$ cat config.mk
export PLATFORM = sky130hd
export DESIGN_NAME = mem_port_arbiter
export DESIGN_NICKNAME = d
export VERILOG_FILES = /design/src/rtl/mem_port_arbiter.sv
export SDC_FILE = /design/constraint.sdc
export NUM_CORES = 1
export LEC_CHECK = 0
export ABC_AREA = 1
export CORE_UTILIZATION = 44
export DETAILED_ROUTE_END_ITERATION = 10
export PLACE_DENSITY = 0.8
export SLEW_MARGIN = 20
export SYNTH_ARGS = -nofsm -noshare
export SYNTH_HDL_FRONTEND = slang
export SYNTH_SLANG_ARGS = --single-unit
export TNS_END_PERCENT = 10
$ cat constraint.sdc
create_clock -name clk -period 1.6 [get_ports clk]
set_input_delay 0.48 -clock clk [delete_from_list [all_inputs] [get_ports clk]]
set_output_delay 0.48 -clock clk [all_outputs]
set_load 0.05 [all_outputs]
$ cat src/rtl/mem_port_arbiter.sv
// mem_port_arbiter
//   Shares one single-port, variable-latency memory between the instruction
//   fetch port and the data port. Data accesses win arbitration, but at most
//   MAX_D_BURST consecutive data grants are made while a fetch is waiting.
//   Fetches whose address changed (or whose request was withdrawn) while the
//   memory was busy are dropped without an i_hit.
//
// Ports
//   clk        in   system clock, rising edge
//   rst        in   asynchronous active-low reset
//   i_req      in   fetch request, held while instructions are wanted
//   i_addr     in   fetch address
//   i_hit      out  one-cycle pulse: instr valid for current i_addr
//   instr      out  fetched word, held until the next i_hit
//   Mem_re     in   data read request, held until d_hit
//   Mem_we     in   data write request, held until d_hit (wins over Mem_re)
//   d_addr     in   data address
//   wrt_data   in   store data
//   d_hit      out  one-cycle pulse: data access complete
//   rd_data    out  load result, held until the next d_hit
//   mem_addr   out  memory address (valid while a strobe is high)
//   mem_re     out  memory read strobe
//   mem_we     out  memory write strobe
//   mem_wdata  out  memory write data
//   mem_rdata  in   memory read data, valid with mem_rdy
//   mem_rdy    in   access-complete pulse from memory
module mem_port_arbiter #(
  parameter int unsigned MAX_D_BURST = 4,
  parameter int unsigned ADDR_W      = 16,
  parameter int unsigned DATA_W      = 16
) (
  input  logic              clk,
  input  logic              rst,
  input  logic              i_req,
  input  logic [ADDR_W-1:0] i_addr,
  output logic              i_hit,
  output logic [DATA_W-1:0] instr,
  input  logic              Mem_re,
  input  logic              Mem_we,
  input  logic [ADDR_W-1:0] d_addr,
  input  logic [DATA_W-1:0] wrt_data,
  output logic              d_hit,
  output logic [DATA_W-1:0] rd_data,
  output logic [ADDR_W-1:0] mem_addr,
  output logic              mem_re,
  output logic              mem_we,
  output logic [DATA_W-1:0] mem_wdata,
  input  logic [DATA_W-1:0] mem_rdata,
  input  logic              mem_rdy
);

  typedef enum logic [2:0] {
    IDLE,
    I_BUSY,
    D_BUSY,
    I_RESP,
    D_RESP
  } state_e;

  localparam logic [3:0] BURST_MAX = 4'(MAX_D_BURST);

  state_e              state_q, state_d;
  logic [3:0]          burst_q, burst_d;
  logic [ADDR_W-1:0]   addr_q, addr_d;
  logic [DATA_W-1:0]   wdata_q, wdata_d;
  logic                re_q, re_d;
  logic                we_q, we_d;
  logic                ihit_q, ihit_d;
  logic                dhit_q, dhit_d;
  logic [DATA_W-1:0]   instr_q, instr_d;
  logic [DATA_W-1:0]   rdata_q, rdata_d;

  logic d_req;
  logic d_grant;
  logic i_fresh;

  always_comb begin
    d_req   = Mem_re | Mem_we;
    // A waiting fetch caps the data burst; with no fetch waiting data always wins.
    d_grant = d_req && (!i_req || (burst_q < BURST_MAX));
    // The fetch result only counts if the processor still wants that address.
    i_fresh = i_req && (i_addr == addr_q);

    state_d = state_q;
    burst_d = burst_q;
    addr_d  = addr_q;
    wdata_d = wdata_q;
    re_d    = re_q;
    we_d    = we_q;
    ihit_d  = 1'b0;
    dhit_d  = 1'b0;
    instr_d = instr_q;
    rdata_d = rdata_q;

    case (state_q)
      IDLE: begin
        if (d_grant) begin
          state_d = D_BUSY;
          addr_d  = d_addr;
          wdata_d = wrt_data;
          // Read+write together is a write.
          we_d    = Mem_we;
          re_d    = !Mem_we;
          burst_d = i_req ? burst_q + 4'd1 : '0;
        end else if (i_req) begin
          state_d = I_BUSY;
          addr_d  = i_addr;
          wdata_d = '0;
          re_d    = 1'b1;
          we_d    = 1'b0;
          burst_d = '0;
        end
      end

      D_BUSY: begin
        if (mem_rdy) begin
          if (re_q) begin
            rdata_d = mem_rdata;
          end
          state_d = D_RESP;
          dhit_d  = 1'b1;
          re_d    = 1'b0;
          we_d    = 1'b0;
          addr_d  = '0;
          wdata_d = '0;
        end
      end

      I_BUSY: begin
        if (mem_rdy) begin
          if (i_fresh) begin
            instr_d = mem_rdata;
            state_d = I_RESP;
            ihit_d  = 1'b1;
          end else begin
            state_d = IDLE;
          end
          re_d    = 1'b0;
          we_d    = 1'b0;
          addr_d  = '0;
          wdata_d = '0;
        end
      end

      // The completed data request is still asserted during D_RESP, so no
      // grant is made from either response state.
      I_RESP,
      D_RESP: begin
        state_d = IDLE;
      end

      default: begin
        state_d = IDLE;
        re_d    = 1'b0;
        we_d    = 1'b0;
        addr_d  = '0;
        wdata_d = '0;
      end
    endcase
  end

  always_ff @(posedge clk or negedge rst) begin
    if (!rst) begin
      state_q <= IDLE;
      burst_q <= '0;
      addr_q  <= '0;
      wdata_q <= '0;
      re_q    <= 1'b0;
      we_q    <= 1'b0;
      ihit_q  <= 1'b0;
      dhit_q  <= 1'b0;
      instr_q <= '0;
      rdata_q <= '0;
    end else begin
      state_q <= state_d;
      burst_q <= burst_d;
      addr_q  <= addr_d;
      wdata_q <= wdata_d;
      re_q    <= re_d;
      we_q    <= we_d;
      ihit_q  <= ihit_d;
      dhit_q  <= dhit_d;
      instr_q <= instr_d;
      rdata_q <= rdata_d;
    end
  end

  assign mem_addr  = addr_q;
  assign mem_wdata = wdata_q;
  assign mem_re    = re_q;
  assign mem_we    = we_q;
  assign i_hit     = ihit_q;
  assign d_hit     = dhit_q;
  assign instr     = instr_q;
  assign rd_data   = rdata_q;

endmodule
Word level (Yosys, flattened, before mapping)
Index checks and enable logic that the tools add are counted.
Storage, ports and cells
  bits in registers: 75
  word-level logic and storage cells: 65
Operators by class
  add/sub/neg operators: 1
  magnitude comparators: 1
  eq/ne operators: 9
  multiplexer cells: 28
  bitwise gates (word level): 2
  reduce and logical (&&, ||, !) cells: 14
Operators by type and width (count)
  $pmux W16 S3: 2
  $mux W16: 5
  $eq A16 B16 Y1: 1
  $mux W3: 4
  $mux W4: 3
  $reduce_and A3 Y1: 4
  $mux W1: 10
  $pmux W3 S3: 1
  $eq A3 B2 Y1 const B: 2
  $pmux W1 S3: 2
  $add A4 B1 Y4 const B: 1
  $lt A4 B3 Y1 const B: 1
  $ne A2 B2 Y1 const B: 2
  $reduce_or A2 Y1: 2
  $eq A3 B1 Y1 const B: 1
  $eq A3 B3 Y1 const B: 1
  $logic_not A3 Y1: 1
  $ne A3 B3 Y1 const B: 1
  $logic_and A1 B1 Y1: 2
  $logic_not A1 Y1: 2
  $mux W2: 1
  $ne A2 B1 Y1 const B: 1
  $reduce_and A2 Y1: 1
  $reduce_bool A2 Y1: 1
  3 further kinds: 3

Longest topological paths before layout
  word-level depth: 5
  mapped depth: 11
  gate-level depth less buffers: 10

Least setup slack after synthesis
No wires, ideal clock.
  path type: reg-to-reg
  start point: register addr_q[15], in the netlist mem_addr[15]
  end point: register instr_q[10], in the netlist instr[10]
  library setup time: 0.118 ns
  arrival: 1.581 ns
  path slack: -0.099 ns
  cell stages (with the launch flop): 11
  path buffers: 1
  period minus slack after synthesis: 1.699 ns
  cell sequence: dfrtp_1 > inv_1 > nand2_1 > nand2_1 > nor2_1 > nand2_1 > nor2_2 > nand4_4 > buf_6 > nand2_1 > nand2_1
Between the ends
  word-level cells in the longest chain between the ends: 3
Ends and longest elaborated chain
  start: declaration: RTL line 64  | logic [ADDR_W-1:0] addr_q, addr_d;
  start signal: assignment: RTL line 177  | addr_q <= addr_d;
  $eq A16 B16 Y1: RTL line 82  | i_fresh = i_req && (i_addr == addr_q);
  $logic_and A1 B1 Y1: RTL line 82
  $reduce_and A3 Y1 (no line)
  end signal: assignment: RTL line 183  | instr_q <= instr_d;
  end: declaration: RTL line 70  | logic [DATA_W-1:0] instr_q, instr_d;
Every way passes these cells.
A chain may end at the register's enable or synchronous reset.

Worst setup path in the final report
  start point: register state_q[1]
  end point: register instr_q[10], in the netlist instr[10]
Between the ends
  word-level cells in the longest chain between the ends: 2
Ends and longest elaborated chain
  start: declaration: RTL line 62  | state_e state_q, state_d;
  start signal: assignment: RTL line 175  | state_q <= state_d;
  $eq A3 B1 Y1: RTL line 95  | case (state_q)
  $reduce_and A3 Y1 (no line)
Every way passes these cells.

==> impl_metrics.toml <==
[timing]
fin_crit_ps = 1786
maxSlewViolCount = 0
max_clock_freq_mhz = 559.8
skew_ps = 16.83
hold_violations = 0
worst_slew_pin_slew_ps = 383.5
post-route-period-util_pct = 111.6
setup_viol = 52
relSlewSlack_pct = 74.43
rsz0062_at_grt = "yes"
setup_ws_ps = -186.2

[layout]
final_cell_mix = "nand2_1, buf_12, dfrtp_1, clkdlybuf4s50_1, inv_1"
drive_gt1_share_pct = 33.55
final_common_cell = "nand2_1"
finalNetCount = 693
areaGrowthSynthToFinish_pct = 84.21
fin_cells = 728
antennaDiodeCount = 0
postLayoutCoreUtil_pct = 84.39
filler_cell_count = 393

[placement]
dp_slack_ps = -560.6
io_buffer_count = 137
gp_congestion = 0.8323
dp.cells = 692
dp.final_hpwl_um = 8057

[setup_path]
r2r.worst_path.cells = 12
arrival_ps = 2080
r2r-end = "instr[10]"
worstPathRequired_ps = 1890
crit_type = "flop to flop"
end_kind = "flop"
rrSetupSlack_ps = -190
r2r-start = "state_q[1]"
start_kind = "flop"
crit_fanout = 8

[pwr]
p_comb_share_pct = 60.2
switching_share_pct = 44.60
peakVddDrop_mv = 1.301
p_leak_nw = 3.210
switchingPower_mw = 5.448
pwr-share-clk_pct = 13.5
internal_power_mw = 6.767
power_per_cell_area_nw_per_um2 = 1863
power_mw = 12.21
pwr-share-seq_pct = 26.2

[synthesis]
synth_cells = 437
synth-simple-area-share_pct = 28.02
syn_area_um2 = 3558
synth_top_family_by_area = "simple AND/OR/NAND/NOR gates"
synth_warnings = 0
synth-compound-area-share_pct = 5.977
netlist_top_cells_area = "dfrtp_1, nand2_1, inv_1, mux2_1, nand3_1"
yosysTopAreaCell = "dfrtp_1"
yosysTopAreaCellShare_pct = 52.74
ys_types = 26
ys_seq_area_share_pct = 52.74
ys_seq_elements = 75
post_synth.cell_area_avg_um2 = 8.143
synthAdderAreaFrac_pct = 0.3516
synth_nets = 508
yosys.area_share.xor_xnor_pct = 0.4923
synth_mux_area_share_pct = 5.345

[cts]
cts_buffers = 9
h-tree-depth = 3
clk_pin_slew_ps = 90
clock-sinks = 75
clockBufferDepth = 2
hold_buffers = 0
cts_tree = "yes"
root_buffer = "clkbuf_8"
clock_latency_ps = 360

[global_routing]
grt_overflow_total = 0
grt_pass1_wl_um = 18660
grt_start_max_net_pins = 31
antenna_found_initial = 0
grt_pass1_vias = 3809
grt.total_usage_pct = 28.84

[detailed_routing]
wl_per_cell_um = 17.87
postRouteWirelength_um = 13010
vias_per_cell = 5.290
first_pass_iters = 5
drcViolationCount = 0
drtIter0Drc = 296
ant_nets = 0
vias = 3851

[floorplan]
fp.dieH_um = 91.93
core_area_um2 = 7767
start_util_pct = 45.81
die_x_um = 91.93
die-area_um2 = 8451
rows = 32
pin_count = 138

[outcome]
violations = "setup timing"
status = "finished, violations left"

[worst_hold_path]
hold_path.class = "primary input to asynchronous set/reset pin"

[run]
drv_cap = 0
## sequential cells by signal, indices dropped and copies added, names as in the netlist
name and count:
d_hit 1, mem_addr 16, burst_q 4, mem_re 1
state_q 3, mem_wdata 16, i_hit 1, instr 16
mem_we 1, rd_data 16
## synthesized netlist by cell type, drive strengths merged
cell / instances
a21oi: 8
nor3: 2
dfrtp: 75
and2: 2
nand3: 21
mux2i: 1
ha: 1
nand4: 1
xor2: 1
nor2: 21
xnor2: 1
nand2: 195
o21ai: 33
clkbuf: 2
o31ai: 1
buf: 11
mux2: 16
inv: 45
## cells by family (layout without fill, tap and decap cells)
family	after synthesis	count (layout)
adders and majority gates	1	1
and+or+nand+nor	242	242
AOI/OAI and AO/OA	42	42
buffers and inverters	58	247
xor gates and xnor gates	2	2
DFF	75	75
muxes	17	17
## per-stage QoR
step	hold slack [ps]	cell area (µm²)	TNS (ps)
3_5_place_dp	421.8	5959	-29900
4_1_cts	35.55	6447	-25.97
5_1_grt	45.76	6555	-6860
2_1_floorplan	184.4	3578	0
3_3_place_gp	414.0	5959	-26950
6_report	28.32	6555	-3857
## layout make-up
| class | instances | area, µm² | area share (%) |
|---|---|---|---|
| clock buffer | 9 | 123.9 | 1.890 |
| clock inverter | 6 | 91.34 | 1.393 |
| inverter | 45 | 173.9 | 2.653 |
| multi-input combinational | 304 | 1607 | 24.51 |
| sequential | 75 | 1898 | 28.96 |
| tap | 102 | 127.6 | 1.947 |
| timing repair buffer | 187 | 2534 | 38.65 |
## critical path, stage by stage (launching register included)
cell and delay [ps]:
dfrtp_1 450, nor2_2 160, nand2_1 60, nor2_1 110, nand2_1 100, nor2_4 120
buf_6 110, inv_2 30, nor2_4 120, buf_6 120, buf_16 120, nand3_1 90
nand2_1 120
## metal layers
metal	routed length (µm)	vias up	GRT usage (%)
li1	-	1740	-
met1	4808	1874	33.21
met2	6865	192	51.99
met3	842	45	4.975
met4	495	0	13.28
met5	0	-	0
## how the worst max path moves through the flow
| stage | startpoint | endpoint | slack [ps] | depth (start not counted) |
|---|---|---|---|---|
| floorplan | mem_addr[6] | instr[10] | 40 | 11 |
| global placement | i_req | instr[11] | -490 | 10 |
| detailed placement | i_addr[11] | instr[2] | -560 | 10 |
| CTS | state_q[1] | instr[9] | -10 | 11 |
| global route | state_q[1] | instr[10] | -240 | 12 |
| finish | state_q[1] | instr[10] | -190 | 12 |
## power groups by stage
| stage | Clock [mW] | Combinational, mW | Sequential [mW] |
|---|---|---|---|
| 6_report | 1.65 | 7.36 | 3.20 |
| 5_1_grt | 1.73 | 7.71 | 3.26 |
| 4_1_cts | 1.63 | 6.93 | 3.19 |
| 3_5_place_dp | 0 | 6.74 | 3.24 |
| 3_3_place_gp | 0 | 6.59 | 3.19 |
| 2_1_floorplan | 0 | 1.66 | 4.73 |
## repair_timing
| item | 4_1_cts | 5_1_grt |
|---|---|---|
| resized for setup | 45 | 48 |
| setup buffers | 13 | 9 |
| endpoints found under the setup margin | 52 | 62 |
| pin swaps | 21 | 19 |
| cloned | 3 | 0 |
(Power assumes the default switching activity.)
